===== src/rtl/duty_ramp_if.sv =====
// Control/config/status bundle between the breathing-envelope generator and its host.
interface duty_ramp_if #(
  parameter int WIDTH      = 11,
  parameter int DIV_WIDTH  = 16,
  parameter int HOLD_WIDTH = 8
);
  logic                  enable;
  logic                  period_wrap;
  logic [DIV_WIDTH-1:0]  step_div;
  logic [3:0]            step_size;
  logic [HOLD_WIDTH-1:0] hold_periods;
  logic [WIDTH-1:0]      duty;
  logic                  duty_load;
  logic [2:0]            state;
  logic                  at_top;
  logic                  at_bottom;

  modport master (
    output enable, period_wrap, step_div, step_size, hold_periods,
    input  duty, duty_load, state, at_top, at_bottom
  );

  modport slave (
    input  enable, period_wrap, step_div, step_size, hold_periods,
    output duty, duty_load, state, at_top, at_bottom
  );
endinterface


===== src/rtl/duty_ramp.sv =====
// Breathing-envelope generator feeding the LED PWM width register; steps align to PWM wraps.
// Optional square-law duty mapping enabled by defining DUTY_RAMP_GAMMA_EN.
//
// state   | meaning
// IDLE    | dark, lin held at 0; leaves on enable
// RISE    | lin steps up on each tick until MAX
// HOLD_HI | dwell at MAX for hold_periods+1 wraps
// FALL    | lin steps down on each tick until 0
// HOLD_LO | dwell at 0 for hold_periods+1 wraps
module duty_ramp #(
  parameter int WIDTH      = 11,
  parameter int DIV_WIDTH  = 16,
  parameter int HOLD_WIDTH = 8
) (
  input  logic        CLOCK_50,
  input  logic        RESET_N,
  duty_ramp_if.slave  bus
);

  typedef enum logic [2:0] {
    IDLE    = 3'd0,
    RISE    = 3'd1,
    HOLD_HI = 3'd2,
    FALL    = 3'd3,
    HOLD_LO = 3'd4
  } state_t;

  localparam logic [WIDTH-1:0] MAX = {WIDTH{1'b1}};

  state_t                state_q, state_d;
  logic [WIDTH-1:0]      lin_q, lin_d;
  logic [WIDTH-1:0]      duty_q, duty_d;
  logic                  duty_load_q;
  logic [DIV_WIDTH-1:0]  div_cnt_q, div_cnt_d;
  logic [HOLD_WIDTH-1:0] hold_cnt_q, hold_cnt_d;

  logic [DIV_WIDTH-1:0]  step_div_eff;
  logic [3:0]            step_eff;
  logic [WIDTH-1:0]      step_w;
  logic [WIDTH:0]        sum;
  logic                  tick;
  logic                  hold_done;

  always_comb begin
    step_div_eff = (bus.step_div == '0) ? DIV_WIDTH'(1) : bus.step_div;
    step_eff     = (bus.step_size == 4'd0) ? 4'd1 : bus.step_size;
    step_w       = WIDTH'(step_eff);
    sum          = {1'b0, lin_q} + {1'b0, step_w};
    // >= rather than == so a step_div lowered mid-ramp ticks at the next wrap
    tick         = bus.period_wrap && (div_cnt_q >= (step_div_eff - DIV_WIDTH'(1)));
    hold_done    = bus.period_wrap && (hold_cnt_q >= bus.hold_periods);
  end

  always_comb begin
    state_d    = state_q;
    lin_d      = lin_q;
    div_cnt_d  = div_cnt_q;
    hold_cnt_d = hold_cnt_q;
    if (!bus.enable) begin
      state_d    = IDLE;
      lin_d      = '0;
      div_cnt_d  = '0;
      hold_cnt_d = '0;
    end else begin
      unique case (state_q)
        IDLE: begin
          lin_d     = '0;
          div_cnt_d = '0;
          state_d   = RISE;
        end
        RISE: begin
          if (tick) begin
            div_cnt_d = '0;
            lin_d     = sum[WIDTH] ? MAX : sum[WIDTH-1:0];
            if (lin_d == MAX) begin
              state_d    = HOLD_HI;
              hold_cnt_d = '0;
            end
          end else if (bus.period_wrap) begin
            div_cnt_d = div_cnt_q + DIV_WIDTH'(1);
          end
        end
        HOLD_HI: begin
          if (hold_done) begin
            state_d   = FALL;
            div_cnt_d = '0;
          end else if (bus.period_wrap) begin
            hold_cnt_d = hold_cnt_q + HOLD_WIDTH'(1);
          end
        end
        FALL: begin
          if (tick) begin
            div_cnt_d = '0;
            lin_d     = (lin_q <= step_w) ? '0 : (lin_q - step_w);
            if (lin_d == '0) begin
              state_d    = HOLD_LO;
              hold_cnt_d = '0;
            end
          end else if (bus.period_wrap) begin
            div_cnt_d = div_cnt_q + DIV_WIDTH'(1);
          end
        end
        HOLD_LO: begin
          if (hold_done) begin
            state_d   = RISE;
            div_cnt_d = '0;
          end else if (bus.period_wrap) begin
            hold_cnt_d = hold_cnt_q + HOLD_WIDTH'(1);
          end
        end
        default: begin
          state_d    = IDLE;
          lin_d      = '0;
          div_cnt_d  = '0;
          hold_cnt_d = '0;
        end
      endcase
    end
  end

`ifdef DUTY_RAMP_GAMMA_EN
  logic [2*WIDTH-1:0] lin_sq;

  // Full scale is forced to MAX so the top of the breath reaches 100% duty
  always_comb begin
    lin_sq = {{WIDTH{1'b0}}, lin_d} * {{WIDTH{1'b0}}, lin_d};
    duty_d = (lin_d == MAX) ? MAX : lin_sq[2*WIDTH-1:WIDTH];
  end
`else
  always_comb begin
    duty_d = lin_d;
  end
`endif

  always_ff @(posedge CLOCK_50 or negedge RESET_N) begin
    if (!RESET_N) begin
      state_q     <= IDLE;
      lin_q       <= '0;
      div_cnt_q   <= '0;
      hold_cnt_q  <= '0;
      duty_q      <= '0;
      duty_load_q <= 1'b0;
    end else begin
      state_q     <= state_d;
      lin_q       <= lin_d;
      div_cnt_q   <= div_cnt_d;
      hold_cnt_q  <= hold_cnt_d;
      duty_q      <= duty_d;
      duty_load_q <= (duty_d != duty_q);
    end
  end

  assign bus.duty      = duty_q;
  assign bus.duty_load = duty_load_q;
  assign bus.state     = state_q;
  assign bus.at_top    = (lin_q == MAX);
  assign bus.at_bottom = (lin_q == '0);

endmodule

===== src/flat_wrapper.sv =====
// flat-port wrapper written by rule: the top's interface ports become plain ports
module duty_ramp_flat 
#(
  parameter int WIDTH      = 11,
  parameter int DIV_WIDTH  = 16,
  parameter int HOLD_WIDTH = 8
)
  (CLOCK_50, RESET_N, bus_enable, bus_period_wrap, bus_step_div, bus_step_size, bus_hold_periods, bus_duty, bus_duty_load, bus_state, bus_at_top, bus_at_bottom);
  duty_ramp_if #(.WIDTH(WIDTH), .DIV_WIDTH(DIV_WIDTH), .HOLD_WIDTH(HOLD_WIDTH)) bus_i ();
  input  logic CLOCK_50;
  input  logic RESET_N;
  input wire logic [$bits(bus_i.enable)-1:0] bus_enable;
  input wire logic [$bits(bus_i.period_wrap)-1:0] bus_period_wrap;
  input wire logic [$bits(bus_i.step_div)-1:0] bus_step_div;
  input wire logic [$bits(bus_i.step_size)-1:0] bus_step_size;
  input wire logic [$bits(bus_i.hold_periods)-1:0] bus_hold_periods;
  output wire logic [$bits(bus_i.duty)-1:0] bus_duty;
  output wire logic [$bits(bus_i.duty_load)-1:0] bus_duty_load;
  output wire logic [$bits(bus_i.state)-1:0] bus_state;
  output wire logic [$bits(bus_i.at_top)-1:0] bus_at_top;
  output wire logic [$bits(bus_i.at_bottom)-1:0] bus_at_bottom;
  assign bus_i.enable = bus_enable;
  assign bus_i.period_wrap = bus_period_wrap;
  assign bus_i.step_div = bus_step_div;
  assign bus_i.step_size = bus_step_size;
  assign bus_i.hold_periods = bus_hold_periods;
  assign bus_duty = bus_i.duty;
  assign bus_duty_load = bus_i.duty_load;
  assign bus_state = bus_i.state;
  assign bus_at_top = bus_i.at_top;
  assign bus_at_bottom = bus_i.at_bottom;
  duty_ramp #(.WIDTH(WIDTH), .DIV_WIDTH(DIV_WIDTH), .HOLD_WIDTH(HOLD_WIDTH)) u_core (.CLOCK_50(CLOCK_50), .RESET_N(RESET_N), .bus(bus_i));
endmodule

===== config.mk =====
export PLATFORM = sky130hd
export DESIGN_NAME = duty_ramp_flat
export DESIGN_NICKNAME = d
export VERILOG_FILES = /design/src/rtl/duty_ramp_if.sv /design/src/rtl/duty_ramp.sv /design/src/flat_wrapper.sv
export SDC_FILE = /design/constraint.sdc
export NUM_CORES = 1
export LEC_CHECK = 0
export CAP_MARGIN = 20
export CORE_ASPECT_RATIO = 1.25
export CORE_MARGIN = 3
export CORE_UTILIZATION = 47
export DETAILED_ROUTE_END_ITERATION = 7
export GPL_TIMING_DRIVEN = 0
export PLACE_DENSITY = 0.67
export SKIP_LAST_GASP = 1
export SLEW_MARGIN = 20
export SYNTH_ARGS = -nofsm -noshare
export SYNTH_HDL_FRONTEND = slang
export SYNTH_SLANG_ARGS = --single-unit

===== constraint.sdc =====
create_clock -name CLOCK_50 -period 3.5 [get_ports CLOCK_50]
set_clock_uncertainty 0.2 [all_clocks]
set_input_delay 1.05 -clock CLOCK_50 [delete_from_list [all_inputs] [get_ports CLOCK_50]]
set_output_delay 1.05 -clock CLOCK_50 [all_outputs]
set_load 0.005 [all_outputs]

==> results.md <==
* Initial antenna violation count at 0
* CP peak stage delay at about 510 ps
* I/O pin count at 49
* Area Overhead vs Synth at 32.6%
* Slew @ Worst Pin at around 950 ps
* First-pass GRT wire length at 23300 um
* Status: complete, but fails checks
* Core area at between 8000 and 9000 um2
* Origin of the worst min-delay path: u_core.div_cnt_q[9]$_DFFE_PN0P_
* Vias in the first global route at 4731
* Synth area leaders: dfrtp_1 (23%), ha_1 (10%), a21oi_1 (6.0%)
* Clk sinks at 39
* CP startpoint: bus_step_div[5]
* Largest net degree at the start of global routing at 32
* Most area-hungry cell type in the Yosys netlist: dfrtp_1
* Share of cells above drive strength 1 at 0.188
* Drt drc at 0
* Die area at 10400 um2
* Worst path required time at roughly 3500 ps
* Share of the synthesized area in the top cell type at 0.225
* Tcrit/Tclk final at 1.70
* Global route total overflow at 0
* Via density at 6.17
* WL final at 14600 um
* CP max-delay cell: or4_4
* Critical path arrival at 5950 ps
* Final-report hold violation count at 0
* DR iter-0 viols at 229
* Nets at 724
* Setup-failing EPs final at 39
* Clock buffer depth at 2
* WS Path Type: primary input to flop
* Antenna diode count at 0
* Failing checks: setup timing
* Async set or reset register ratio after synthesis at 1.00
* Routed wire per std cell at 18.8 um
* Critical path startpoint category: primary input
* Netlist cell types at approximately 70
* Via count of the routed design at 4787
* GP Congestion at 0.968
* Peak VDD IR at 0.189 mV
* Power per cell area at 310 nW/um2
* Overall routing resource usage at 0.278
* Initial core utilization at 0.490
* Net Count, Synth at ~630
* Worst hold margin at 337 ps
* Minimum clock period at 5950 ps
* HP Class: flop to flop
* Input/output buffers at 48
* Post-synth EDFFs at 0
* Detailed placement HPWL at approximately 11000 um
* Worst Path Buf+Inv at 4
* FF-to-FF Start: u_core.lin_q[2]$_DFF_PN0_
* Crit end category: flop
* H-tree levels at 2
* Num rows at 38
* CP max FO at 3
* Leakage Power at 2.33 nW
* Die Wd at 91.8 um
* Clock latency on the worst-skew pair at about 300 ps
* CTS tree: yes
* Slew Viols, Final at 0
* Worst path cell trace: buf_6 > or3_4 > or4_4 > nor4_4 > a31oi_2 > ha_2 > nand2_4 > buf_4 > nor3_1 > xnor2_1 > ha_1 > nand2_1 > or3_4 > or4_4 > buf_6 > buf_4 > a311o_2 > mux2i_1 > o32ai_1 > a21oi_1 > nand3b_1 > a311o_1
* Relative slew slack at 0.364
* Unrepaired setup endpoints after global routing: yes
* Initial DRT Pass Iterations at 5
* Die outline height at 113 um
* Syn. warnings at 0
* Yosys reg bits at 39
* CTS buffer count at 5
* Netlist Area Pre-Place at 4330 um2
* Max_cap viols at 0
* Fin worst setup slack at -2450 ps
* Sequential element share of the synthesized area at 0.225
* Delay-heaviest family, CP: simple AND/OR/NAND/NOR gates
* Max Freq at 0.168 GHz
* Pre-CTS WS at -3620 ps
* Primary FF master, synth: dfrtp_1
* Cts hold-fix bufs at 0
* Syn avg cell area at 7.66 um2
* Synth Instances at 565
* Routed Antenna Nets at 0
* Root Buffer: clkbuf_8
* Clk slew on worst S/H paths at 80 ps
## power breakdown
group / total [mW] / switching [mW] / internal [mW]
clock: 0.408 / 0.177 / 0.231
combinational: 0.871 / 0.561 / 0.310
sequential: 0.498 / 0.0268 / 0.471
total: 1.78 / 0.765 / 1.01
## worst paths after layout
path / endpoint / depth (start not counted) / slack (ps)
min reg2reg: u_core.div_cnt_q[9]$_DFFE_PN0P_ / 1 / 340
max: u_core.bus.duty_load$_DFF_PN0_ / 22 / -2450
max in group asynchronous: u_core.lin_q[7]$_DFF_PN0_ / 2 / 2250
max reg2reg: u_core.bus.duty_load$_DFF_PN0_ / 11 / -520
min in group asynchronous: u_core.lin_q[2]$_DFF_PN0_ / 1 / 390
min: u_core.div_cnt_q[9]$_DFFE_PN0P_ / 1 / 340
## per-stage QoR
| step | power (mW) | cell area (um2) | cells | setup TNS [ps] | utilization |
|---|---|---|---|---|---|
| 2_1_floorplan | 0.989 | 4390 | 565 | -71720 | - |
| 3_3_place_gp | 1.25 | 5020 | 733 | -116370 | 0.567 |
| 3_5_place_dp | 1.26 | 5030 | 734 | -118730 | 0.569 |
| 4_1_cts | 1.75 | 5570 | 769 | -81350 | 0.630 |
| 5_1_grt | 1.87 | 5740 | 776 | -87100 | 0.649 |
| 6_report | 1.78 | 5740 | 776 | -80970 | 0.649 |
## synth_stat cells (all sizes together) (3+ instances only)
library cell  instances
a21oi                53
nor2                 52
nand2                46
dfrtp                39
o21ai                39
ha                   35
inv                  29
xnor2                26
clkbuf               20
nor3                 19
nand3                17
nand4                13
a31oi                12
a211oi               11
or3                  11
and2                 10
nor4                 10
o31ai                10
nand2b                9
and3                  8
buf                   8
o21a                  8
nor2b                 6
xor2                  6
a2111oi               5
a21o                  5
mux2i                 5
or2                   5
o22ai                 4
or4                   4
a22oi                 3
a311o                 3
a31o                  3
o41ai                 3
## placed cells by master, fill, tap and decap left out, types with 4 or more instances in the layout
| cell | Yosys | final |
|---|---|---|
| a31oi_1 | 12 | 9 |
| nor2_1 | 52 | 47 |
| dfrtp_1 | 39 | 35 |
| nor2b_1 | 6 | 5 |
| or2_2 | 5 | 5 |
| a211oi_1 | 11 | 11 |
| buf_4 | 2 | 27 |
| inv_1 | 29 | 29 |
| o21ai_1 | 3 | 11 |
| nor4_1 | 9 | 7 |
| a21o_1 | 5 | 5 |
| clkbuf_8 | 1 | 9 |
| a2111oi_0 | 5 | 5 |
| and3_1 | 8 | 8 |
| o22ai_1 | 4 | 4 |
| o21ai_4 | 0 | 4 |
| nor3_1 | 18 | 16 |
| a21oi_1 | 52 | 45 |
| mux2i_1 | 5 | 5 |
| xnor2_1 | 26 | 26 |
| a21oi_2 | 1 | 8 |
| o31ai_1 | 9 | 9 |
| o21a_1 | 7 | 7 |
| nand2b_1 | 9 | 9 |
| o21ai_0 | 36 | 22 |
| nand3_1 | 17 | 16 |
| nand4_1 | 13 | 13 |
| nand2_1 | 45 | 41 |
| and2_1 | 9 | 7 |
| buf_6 | 3 | 12 |
| dfrtp_2 | 0 | 4 |
| clkbuf_1 | 19 | 16 |
| xor2_1 | 6 | 6 |
| or3_1 | 11 | 8 |
| ha_1 | 35 | 34 |
| clkdlybuf4s50_1 | 0 | 42 |
## final cells by class
| class | count | area (um2) |
|---|---|---|
| plain buffers | 25 | 160 |
| clock buffers | 6 | 82.6 |
| clock inverters | 2 | 35.0 |
| fillers | 787 | 3100 |
| inverters | 29 | 109 |
| multi-input cells | 469 | 3370 |
| flip-flops and latches | 39 | 981 |
| well taps | 120 | 150 |
| repair buffers | 86 | 855 |
## logic make-up (layout without fill, tap and decap cells)
logic type / count (synthesis) / after routing / synth area share
AO/OA/AOI/OAI: 180 / 180 / 0.273
XOR/XNOR: 32 / 32 / 0.0647
adder cells (fa/ha/maj): 37 / 37 / 0.110
buffers and inverters: 57 / 148 / 0.0595
flip-flops: 39 / 39 / 0.225
multiplexers: 7 / 7 / 0.0176
AND/OR/NAND/NOR: 213 / 213 / 0.250
## what timing repair did
| item | in CTS | in global routing |
|---|---|---|
| buffers inserted | 27 | 8 |
| hold endpoints to repair | 0 | 0 |
| setup endpoints to repair | 41 | 41 |
| pin swaps | 30 | 22 |
| cloned | 2 | 1 |
| gates resized for setup | 65 | 26 |
## per-layer routing
layer  track usage  up-vias  wire length, um
met5             0        -                0
met4         0.143        0              630
met3        0.0359       41              817
met2         0.502      182             7450
met1         0.317     2299             5690
li1              -     2265                -
## state kept, by name, indices dropped and copies added (netlist names)
signal	cells
u_core.bus.duty_load	1
u_core.bus.state	3
u_core.div_cnt_q	16
u_core.hold_cnt_q	8
u_core.lin_q	11
No activity file was read; power rests on OpenSTA's default activity.
